File: src/rtl/alu_muldiv_seq.sv
// Multi-cycle multiply/divide sequencer that borrows the core ALU's adder.
// Unsigned shift-add multiply (WIDTH x WIDTH -> 2*WIDTH) and restoring divide,
// one iteration per clock, results returned as {hi, lo} with a done pulse.
//
// Handshake: start is sampled only while idle (busy low); op/opa/opb are captured
// on that same edge. busy stays high until the single-cycle done pulse ends, and
// any start seen while busy is dropped. result_hi/lo/div0 are valid while done is
// high and hold until the next operation completes.
module alu_muldiv_seq #(
    parameter int                 WIDTH     = 16,
    parameter logic [WIDTH-1:0]   DIV0_QUOT = {WIDTH{1'b1}}
) (
    input  logic             clk,
    input  logic             reset,
    input  logic             start,
    input  logic             op,
    input  logic [WIDTH-1:0] opa,
    input  logic [WIDTH-1:0] opb,
    output logic [WIDTH-1:0] alu_in0,
    output logic [WIDTH-1:0] alu_in1,
    output logic [3:0]       alu_select,
    input  logic [WIDTH-1:0] alu_out,
    output logic             busy,
    output logic             done,
    output logic [WIDTH-1:0] result_hi,
    output logic [WIDTH-1:0] result_lo,
    output logic             div0,
    output logic [1:0]       state_dbg
);

    localparam int             CW      = $clog2(WIDTH);
    localparam logic [CW-1:0]  LAST    = CW'(WIDTH - 1);
    localparam logic [3:0]     ALU_ADD = 4'b0000;
    localparam logic [3:0]     ALU_SUB = 4'b0001;

    typedef enum logic [1:0] {
        S_IDLE = 2'd0,
        S_RUN  = 2'd1,
        S_DONE = 2'd2
    } state_t;

    // acc_q  : product high half (multiply) / partial remainder (divide)
    // lo_q   : multiplier being shifted out (multiply) / dividend->quotient (divide)
    // opnd_q : multiplicand (multiply) / divisor (divide)
    state_t           state_q, state_d;
    logic [CW-1:0]    count_q, count_d;
    logic             op_q, op_d;
    logic [WIDTH-1:0] acc_q, acc_d;
    logic [WIDTH-1:0] lo_q, lo_d;
    logic [WIDTH-1:0] opnd_q, opnd_d;
    logic             busy_q, busy_d;
    logic             done_q, done_d;
    logic             div0_q, div0_d;
    logic [WIDTH-1:0] res_hi_q, res_hi_d;
    logic [WIDTH-1:0] res_lo_q, res_lo_d;

    logic [WIDTH-1:0] rs;
    logic             ge;
    logic             carry;
    logic [WIDTH-1:0] acc_n;
    logic [WIDTH-1:0] lo_n;

    // ALU drive: derived only from registered state, zero whenever not iterating
    always_comb begin
        alu_in0    = '0;
        alu_in1    = '0;
        alu_select = ALU_ADD;
        rs         = {acc_q[WIDTH-2:0], lo_q[WIDTH-1]};
        // acc_q[MSB] is the 17th bit of the shifted remainder; if set it always exceeds D
        ge         = acc_q[WIDTH-1] | (rs >= opnd_q);
        // adder wrapped iff the sum came out smaller than an addend
        carry      = (alu_out < acc_q);
        if (state_q == S_RUN) begin
            if (op_q) begin
                alu_select = ALU_SUB;
                alu_in0    = rs;
                alu_in1    = opnd_q;
            end else if (lo_q[0]) begin
                alu_select = ALU_ADD;
                alu_in0    = acc_q;
                alu_in1    = opnd_q;
            end
        end
    end

    // One iteration of the selected algorithm, using the ALU result this cycle
    always_comb begin
        acc_n = acc_q;
        lo_n  = lo_q;
        if (op_q) begin
            acc_n = ge ? alu_out : rs;
            lo_n  = {lo_q[WIDTH-2:0], ge};
        end else if (lo_q[0]) begin
            {acc_n, lo_n} = {carry, alu_out, lo_q[WIDTH-1:1]};
        end else begin
            {acc_n, lo_n} = {1'b0, acc_q, lo_q[WIDTH-1:1]};
        end
    end

    // Next-state and registered-output logic of the IDLE/RUN/DONE sequencer
    always_comb begin
        state_d  = state_q;
        count_d  = count_q;
        op_d     = op_q;
        acc_d    = acc_q;
        lo_d     = lo_q;
        opnd_d   = opnd_q;
        div0_d   = div0_q;
        res_hi_d = res_hi_q;
        res_lo_d = res_lo_q;
        case (state_q)
            S_IDLE: begin
                if (start) begin
                    op_d   = op;
                    div0_d = 1'b0;
                    if (op && (opb == '0)) begin
                        state_d  = S_DONE;
                        res_lo_d = DIV0_QUOT;
                        res_hi_d = opa;
                        div0_d   = 1'b1;
                    end else begin
                        state_d = S_RUN;
                        count_d = '0;
                        acc_d   = '0;
                        lo_d    = op ? opa : opb;
                        opnd_d  = op ? opb : opa;
                    end
                end
            end
            S_RUN: begin
                acc_d   = acc_n;
                lo_d    = lo_n;
                count_d = count_q + CW'(1);
                if (count_q == LAST) begin
                    state_d  = S_DONE;
                    res_hi_d = acc_n;
                    res_lo_d = lo_n;
                end
            end
            S_DONE: begin
                state_d = S_IDLE;
            end
            default: begin
                state_d = S_IDLE;
            end
        endcase
        busy_d = (state_d != S_IDLE);
        done_d = (state_d == S_DONE);
    end

    // State and output registers; reset aborts any operation in flight
    always_ff @(posedge clk or posedge reset) begin
        if (reset) begin
            state_q  <= S_IDLE;
            count_q  <= '0;
            op_q     <= 1'b0;
            acc_q    <= '0;
            lo_q     <= '0;
            opnd_q   <= '0;
            busy_q   <= 1'b0;
            done_q   <= 1'b0;
            div0_q   <= 1'b0;
            res_hi_q <= '0;
            res_lo_q <= '0;
        end else begin
            state_q  <= state_d;
            count_q  <= count_d;
            op_q     <= op_d;
            acc_q    <= acc_d;
            lo_q     <= lo_d;
            opnd_q   <= opnd_d;
            busy_q   <= busy_d;
            done_q   <= done_d;
            div0_q   <= div0_d;
            res_hi_q <= res_hi_d;
            res_lo_q <= res_lo_d;
        end
    end

    assign busy      = busy_q;
    assign done      = done_q;
    assign div0      = div0_q;
    assign result_hi = res_hi_q;
    assign result_lo = res_lo_q;
    assign state_dbg = state_q;

endmodule

File: config.mk
export PLATFORM = sky130hd
export DESIGN_NAME = alu_muldiv_seq
export DESIGN_NICKNAME = d
export VERILOG_FILES = /design/src/rtl/alu_muldiv_seq.sv
export SDC_FILE = /design/constraint.sdc
export NUM_CORES = 1
export LEC_CHECK = 0
export ABC_AREA = 0
export ABC_CLOCK_PERIOD_IN_PS = 8910
export CAP_MARGIN = 25
export CORE_AREA = 3 3 109 111
export DETAILED_ROUTE_END_ITERATION = 16
export DIE_AREA = 0 0 112 114
export GPL_TIMING_DRIVEN = 0
export PLACE_DENSITY = 0.84
export REMOVE_ABC_BUFFERS = 1
export SKIP_CTS_REPAIR_TIMING = 1
export SYNTH_ARGS = -nofsm -noshare
export SYNTH_HDL_FRONTEND = slang
export SYNTH_SLANG_ARGS = --single-unit
File: constraint.sdc
create_clock -name clk -period 8.91 [get_ports clk]
set_clock_uncertainty 0.15 [all_clocks]
set_input_delay 1.782 -clock clk [delete_from_list [all_inputs] [get_ports clk]]
set_output_delay 1.782 -clock clk [all_outputs]
set_load 0.01 [all_outputs]
==> results.ini <==
[yosys]
syn_inst = 647
synth_cell_types = 50
synth_edf_count = 0
ys_ff_latch = 90
synth_area_um2 = 6020
syn_avg_cell_area_um2 = 9.31
synth_warnings = 0
synth_top_area_cell = dfrtp_1
ys_seq_area_share_pct = 37.4
synthArstFlopShare_pct = 100
ys_top_cells_by_area = dfrtp_1 37%, mux2i_1 7.8%, ha_1 6.6%
dominantRegCellSynth = dfrtp_1
netlist.area_leader.share_pct = 37.4

[hold_path]
hold_class = flip-flop to flip-flop
hold_depth = 2
hp-start = opnd_q[6]$_DFFE_PP0P_
min_to = opnd_q[6]$_DFFE_PP0P_

[die]
fp.dieH_um = 114
rows = 38
dieArea_um2 = 12800
core_region_area_um2 = 10900
die_x_um = 112
ioPinCount = 125
start_util_pct = 55.3

[route]
routed_wl_mm = 17.1
drtAntennaViolNets = 0
first_pass_iters = 5
detail_route.iter0.violations = 420
via_count = 5470
vias_per_cell = 6.20
drc = 0
wire_per_inst_um = 19.4

[timing]
finalCritPeriodShare_pct = 68.0
min_period_ns = 6.06
slew-limit-headroom_pct = 34.9
fin_tns_setup_ns = 0
slew_violations = 0
setup_viol = 0
hold_viol = 0
rsz0062_at_grt = false
worstMarginPinSlew_ns = 0.970
maxClockFrequency_mhz = 165

[placed_design]
gp_congestion = 0.916
dp_hpwl_mm = 12.6
io_buffers = 121

[worst_setup_path]
cpMaxStageDelayCell = clkinv_1
worstPathCellList = clkinv_1 > nor2_1 > buf_6 > a22o_1 > clkdlybuf4s50_1
critPathMaxStageDelay_ns = 1.06
critPathKind = flip-flop to output port
r2r_end = result_hi[0]$_DFFE_PP0P_
r2r_slack_ns = 5.58
cp_max_fo = 39
crit_family = buffers and inverters
cp.arrival_ns = 4.12
worstReg2RegStart = op_q$_DFFE_PP0P_
critPathRequiredTime_ns = 6.98
reg2regPathDepth = 4
cp.buffers_inverters = 3
start_kind = flip-flop
cp-end-kind = output port

[final_layout]
fin_nets = 821
layout-drive-gt1-share_pct = 8.49
fill_cells = 811
area_growth_pct = 26.3
n_antenna_cell = 0

[clock_network]
clockRootBuffer = clkbuf_8
clkSinkCount = 90
worstSkewPairLatency_ns = 0.37
htreeDepth = 3
cts_buffer_depth = 2
cts_tree = yes
cts_buffers = 9
clk_pin_slew_ns = 0.10

[power]
total_power_mw = 2.90
power_density_nw_per_um2 = 382
p_leak_nw = 3.30
vdd_drop_max_uv = 173

[global_route]
grt_pass1_wl_mm = 27.6
track_usage_pct = 26.9
grt_pass1_vias = 5527
overflow = 0
grt_max_degree = 57
antenna_found_initial = 0

[status]
outcome = finished, final reports clean

[flow_run]
max-cap-violations = 0

## flip-flops by register name, summed over array words and instances, names as in the netlist
register and flops:
done 1, div0 1, op_q 1, result_lo 16, result_hi 16, opnd_q 16, busy 1, lo_q 16
count_q 4, state_dbg 2, acc_q 16
## metrics by stage
stage	area [um2]	utilization [%]	hold WS [ns]	cells	worst slack, ns
2_1_floorplan	5780	-	0.300	596	2.77
3_3_place_gp	7170	65.8	0.312	857	1.10
3_5_place_dp	7320	67.2	0.322	864	3.37
4_1_cts	7570	69.5	0.342	880	2.93
5_1_grt	7610	69.9	0.376	882	2.65
6_report	7610	69.9	0.341	882	2.85
## cell usage after synthesis (all sizes together) (5+ instances only)
cell	instances
a21oi	24
a22o	16
a31oi	34
buf	17
clkbuf	36
dfrtp	90
ha	32
inv	36
mux2i	47
nand2	73
nand2b	19
nand3	18
nand4	5
nand4b	18
nor2	45
nor3	17
o2111ai	15
o211ai	33
o21ai	41
## cells in the final DEF, fill, tap and decap left out, types with 17 or more instances in the layout
cell type        instances
clkdlybuf4s50_1        120
dfrtp_1                 89
nand2_1                 73
mux2i_1                 47
nor2_1                  44
o21ai_0                 39
inv_1                   34
o211ai_1                33
ha_1                    32
a21oi_1                 23
a31oi_1                 21
nand2b_1                18
nand3_1                 18
nor3_1                  17
## how the worst max path moves through the flow
stage,from,depth (start not counted),slack (ns),endpoint
floorplan,state_dbg[0]$_DFF_PP0_,3,2.77,alu_in0[0]
global placement,state_dbg[1]$_DFF_PP0_,4,1.10,alu_in0[0]
detailed placement,op_q$_DFFE_PP0P_,5,3.37,alu_in0[0]
CTS,op_q$_DFFE_PP0P_,5,2.93,alu_in0[0]
global route,op_q$_DFFE_PP0P_,5,2.65,alu_in0[0]
finish,op_q$_DFFE_PP0P_,5,2.85,alu_in0[0]
## cells by family after synthesis
family                   Yosys count  share of synthesized area, %
other                              1                        0.0623
flip-flops                        90                          37.4
adder cells (fa/ha/maj)           32                          6.65
AND/OR/NAND/NOR                  206                          19.9
AO/OA/AOI/OAI                    179                          21.3
buffers and inverters             90                          6.46
XOR/XNOR                           1                         0.145
multiplexers                      48                          8.00
## tightest hold or removal path, cell delays in order, from the launching register on
cell	delay [ns]
dfrtp_1	0.36
nand2_1	0.05
o21ai_0	0.06
## layout make-up
class	instances	area [um2]	share of cell area (%)
Clock inverter	6	113	1.48
Clock buffer	10	138	1.81
Tap cell	140	175	2.30
Inverter	37	141	1.86
Timing Repair Buffer	130	1390	18.2
Sequential cell	90	2250	29.6
Multi-Input combinational cell	469	3400	44.7
## layer usage
layer | vias up | global-route usage [%] | wire length [um]
met5 | - | 0 | 0
met4 | 0 | 12.5 | 507
met3 | 45 | 4.03 | 1200
met2 | 212 | 46.2 | 8670
met1 | 2678 | 33.7 | 6720
li1 | 2535 | - | -
## power breakdown
part	internal (mW)	switching, mW
clock	0.195	0.155
sequential	0.604	0.212
combinational	0.841	0.895
total	1.64	1.26
Power figures use the tool's default switching activity.
==> patch 1: new RTL, same flow settings <==
Take the reset off `res_lo_q` and load it in a clocked block of its own.
--- a/src/rtl/alu_muldiv_seq.sv
+++ b/src/rtl/alu_muldiv_seq.sv
@@ -161,7 +161,6 @@
             done_q   <= 1'b0;
             div0_q   <= 1'b0;
             res_hi_q <= '0;
-            res_lo_q <= '0;
         end else begin
             state_q  <= state_d;
             count_q  <= count_d;
@@ -173,8 +172,11 @@
             done_q   <= done_d;
             div0_q   <= div0_d;
             res_hi_q <= res_hi_d;
-            res_lo_q <= res_lo_d;
         end
+    end
+
+    always_ff @(posedge clk) begin
+        res_lo_q <= res_lo_d;
     end
 
     assign busy      = busy_q;
Function: changed (Yosys sat finds a counterexample within 4 cycles, from zero or initial values and one cycle with reset high).
==> patch 1 against the original RTL <==
Final area decreased by 4.9%; sequential cell count unchanged; fmax increased by 17%; synthesized area decreased by 5.4%; worst setup slack improved by 0.89 ns; total power decreased by 12%; wire length decreased by 2.6%; largest cell class unchanged.
==> patch 1: results (changes against the original RTL) <==
fill count=875 (+7.9%); max_slew headroom=28.2% (-6.7 points); Critical Path AT=3.23 ns (-0.89 ns); vias in the first global route=5181 (-6.3%); inverter count=36 (-2.7%); top cells by instance count after synthesis=74 x dfrtp_1, 73 x nor2_1, 51 x nand2_1; clk buf depth=2 (unchanged); multi-input combinational cell count=441 (-6.0%); global-route usage over all layers=26.3% (-0.62 points); P_leak=3.12 nW (-5.3%); final-layout non-clock buffer area share=18.8% (+0.62 points); clock-cell share of area=2.34% (-0.95 points); Synth Register Bits=90 (unchanged); GPL Wtd Cong=0.904 (-1.3%); crit-path max FO=39 (unchanged); register area share after synthesis=41.0% (+3.6 points); yosys warns=0 (unchanged); share of layout cells above drive strength 1=5.89% (-2.6 points); clk slew on worst S/H paths=0.09 ns; reg-to-reg endpoint=count_q[3]; Seq. cell area=2330 um^2 (+3.6%); status=finished clean; pin count of the biggest net entering global routing=71 (+25%); Post-synth ARST share=82.2% (-18 points); Fmax=194 MHz (+17%); Worst R2R Path Depth=5 (+1); wire per inst=19.5 um (+0.74%); CP Launch Point=state_dbg[1]; first-pass GRT wire length=26700 um (-3.3%); min-delay src=opnd_q[3]; Via density=6.02 (-2.9%); Synth area leaders=dfrtp_1 33%, mux2i_1 8.8%, edfxtp_1 8.4%; area occupied by multi-input gates=3060 um^2 (-10%); number of flops mapped to enable cells by yosys=16 (+16); post-synth cell types=54 (+8.0%); CTS Buf Count=9 (unchanged); 1st-pass router iterations=5 (unchanged); nets@finish=792 (-3.5%); DR iter-0 viols=480 (+14%); Worst VDD drop=0.000180 V (+3.8%); hpwl dp=12300 um (-2.2%); Critical Path Sink=alu_in1[0]
-- patch 1: power breakdown --
part	internal (mW)	total (mW)	leakage (nW)	switching (mW)
Sequential	0.602	0.799	1.03	0.196
Clock	0.102	0.258	0.0807	0.156
Combinational	0.728	1.50	2.01	0.770
-- patch 1: metal layers --
metal	vias to the layer above	wire length (um)	GRT usage [%]
met5	-	0	0
met4	0	496	12.0
met3	34	959	3.08
met2	218	8300	44.4
met1	2474	6900	34.2
li1	2410	-	-
-- patch 1: worst min-delay path by stage --
stage / cells past startpoint / end
finish: 2 / opnd_q[3]
global route: 1 / result_hi[12]
CTS: 2 / opnd_q[3]
detailed placement: 2 / opnd_q[3]
global placement: 2 / opnd_q[12]
floorplan: 2 / opnd_q[10]
-- patch 1: metrics by stage --
step | cells | total power, mW | cell area (um^2) | utilization (%) | hold slack, ns
after floorplan | 567 | 1.64 | 5510 | - | 0.300
after global placement | 828 | 2.18 | 6890 | 63.3 | 0.314
after detailed placement | 837 | 2.28 | 7060 | 64.9 | 0.321
after CTS | 853 | 2.54 | 7230 | 66.4 | 0.341
after global routing | 853 | 2.75 | 7230 | 66.4 | 0.370
final | 853 | 2.55 | 7230 | 66.4 | 0.344
-- patch 1: critical path, stage by stage, from the launching register on --
cell and delay [ns]:
dfrtp_1 0.75, nand2b_2 0.77, buf_12 0.37, nor3b_1 0.34, clkdlybuf4s50_1 0.61
-- patch 1: cells by family after synthesis --
group | count (synthesis) | synth area share [%]
AO/OA/AOI/OAI | 177 | 23.1
AND/OR/NAND/NOR | 176 | 13.7
flip-flops | 90 | 41.0
buffers and inverters | 82 | 5.82
multiplexers | 52 | 9.18
adder cells (fa/ha/maj) | 32 | 7.03
other | 1 | 0.0659
XOR/XNOR | 1 | 0.154
==> patch 2: new RTL, config.mk and constraints unchanged <==
Made on the original files. Set the parameter `WIDTH` to 8 (it was 16).
--- a/src/rtl/alu_muldiv_seq.sv
+++ b/src/rtl/alu_muldiv_seq.sv
@@ -7,7 +7,7 @@
 // any start seen while busy is dropped. result_hi/lo/div0 are valid while done is
 // high and hold until the next operation completes.
 module alu_muldiv_seq #(
-    parameter int                 WIDTH     = 16,
+    parameter int                 WIDTH     = 8,
     parameter logic [WIDTH-1:0]   DIV0_QUOT = {WIDTH{1'b1}}
 ) (
     input  logic             clk,
Ports: changed (7 resized); port bits go from 125 to 69. No check against the original RTL was run, so the function may have changed too.
==> patch 2 against the original RTL <==
Combinational power shrank 48%; fmax grew 22%; sequential power decreased by 46%; sequential cell count shrank 41; synthesized cell count decreased by 45%; final area fell by 46%; critical endpoint is now alu_select[0]; synthesized area is 45% lower; worst setup slack better by 1.1 ns; wire length down 42%; critical path depth is 2 lower; total power decreased by 49%.
==> patch 2: results (changes against the original RTL) <==
status=finished clean; fill count=1049 (+29%); Max stage delay on crit path=0.93 ns (-0.13 ns); number of port buffers=65 (-46%); DR iter-0 viols=322 (-23%); worst skew pair latency=0.31 ns (-0.06 ns); Root Buffer=clkbuf_8; post-synth cell types=55 (+10%); min-delay src=lo_q[1]; M2 GR Usage=24.8% (-21 points); diodes inserted=0 (unchanged); Vias=3044 (-44%); global-route usage over all layers=15.1% (-12 points); nets@finish=453 (-45%); Critical Path Slowest Stage Cell=dfrtp_1; Switch Pwr=676 uW (-47%); hpwl dp=7390 um (-41%); clk slew on worst S/H paths=0.10 ns (about the same); first-pass GRT wire length=15600 um (-43%); reg2reg start=op_q; crit path launch type=flop; register area share after synthesis=37.1% (-0.29 points); Post-synth ARST share=100% (unchanged); yosys warns=0 (unchanged); crit-path max FO=27 (-31%); clk buf depth=2 (unchanged); Least-Margin Pin Slew=1.05 ns (+0.0761 ns); P_leak=1.73 nW (-47%); WL final=9880 um (-42%); Post-DP Area=4030 um^2 (-45%); cell family with most CP delay=buffers and inverters; fin util=37.7% (-32 points); HP Class=flop to flop; Synth area leaders=dfrtp_1 37%, mux2i_1 7.3%, ha_1 6.4%; H-tree levels=2 (-1); initial antenna violation count=0 (unchanged); CTS Buf Count=5 (-4); share of layout cells above drive strength 1=8.33% (-0.16 points); GPL Wtd Cong=0.946 (+3.3%); Main synth FF type=dfrtp_1; met1 Track Usage GR=21.1% (-13 points); pin count of the biggest net entering global routing=32 (-44%); 1st-pass router iterations=6 (+1); Worst VDD drop=0.000180 V (+4.3%); top cells by instance count after synthesis=49 x dfrtp_1, 33 x nand2_1, 28 x nor2_1; met3 Use GR=2.60% (-1.4 points)
patch 2: per-layer routing:
| layer | vias up | wire, um |
|---|---|---|
| li1 | 1401 | - |
| met1 | 1460 | 4220 |
| met2 | 169 | 4670 |
| met3 | 14 | 914 |
| met4 | 0 | 80 |
| met5 | - | 0 |
patch 2: kinds of logic (layout without fill, tap and decap cells):
family / Yosys count / in the layout / share of synthesized area, %
and+or+nand+nor: 108 / 108 / 17.2
buffers and inverters: 45 / 93 / 6.63
DFF: 49 / 49 / 37.1
AOI/OAI and AO/OA: 107 / 107 / 22.9
adders and majority gates: 17 / 17 / 6.44
other: 1 / 3 / 0.113
muxes: 31 / 31 / 9.66
patch 2: final cells by class:
cell class | count | share of cell area, %
inverter | 19 | 1.74
tap | 140 | 4.26
timing repair buffer | 67 | 16.7
clock buffer | 5 | 1.67
multi-input combinational | 266 | 45.4
sequential | 49 | 29.8
clock inverter | 2 | 0.396
patch 2: power groups by stage:
stage          registers [mW]  logic (mW)  clock network, mW
6_report                0.444       0.904              0.135
5_1_grt                 0.457       0.989              0.149
4_1_cts                 0.442       0.905              0.136
3_5_place_dp            0.445       0.898                  0
3_3_place_gp            0.440       0.856                  0
2_1_floorplan           0.421       0.552                  0
patch 2: metrics by stage:
stage | hold WS (ns) | std cells | total power [mW] | worst slack (ns)
2_1_floorplan | 0.313 | 334 | 0.973 | 5.39
6_report | 0.360 | 548 | 1.48 | 3.97
3_3_place_gp | 0.333 | 539 | 1.30 | 4.22
5_1_grt | 0.382 | 548 | 1.59 | 3.87
4_1_cts | 0.360 | 548 | 1.48 | 4.03
3_5_place_dp | 0.335 | 541 | 1.34 | 4.15
patch 2: path summary, 6_finish.rpt:
| check | to | slack [ns] | depth (start not counted) |
|---|---|---|---|
| worst max-delay path | alu_select[0] | 3.97 | 3 |
| worst min-delay path | lo_q[1] | 0.36 | 1 |
| worst max register to register | result_hi[3] | 5.86 | 3 |
| worst min register to register | lo_q[1] | 0.36 | 1 |
| max in group asynchronous | done | 6.44 | 3 |
| min in group asynchronous | result_lo[4] | 1.65 | 2 |
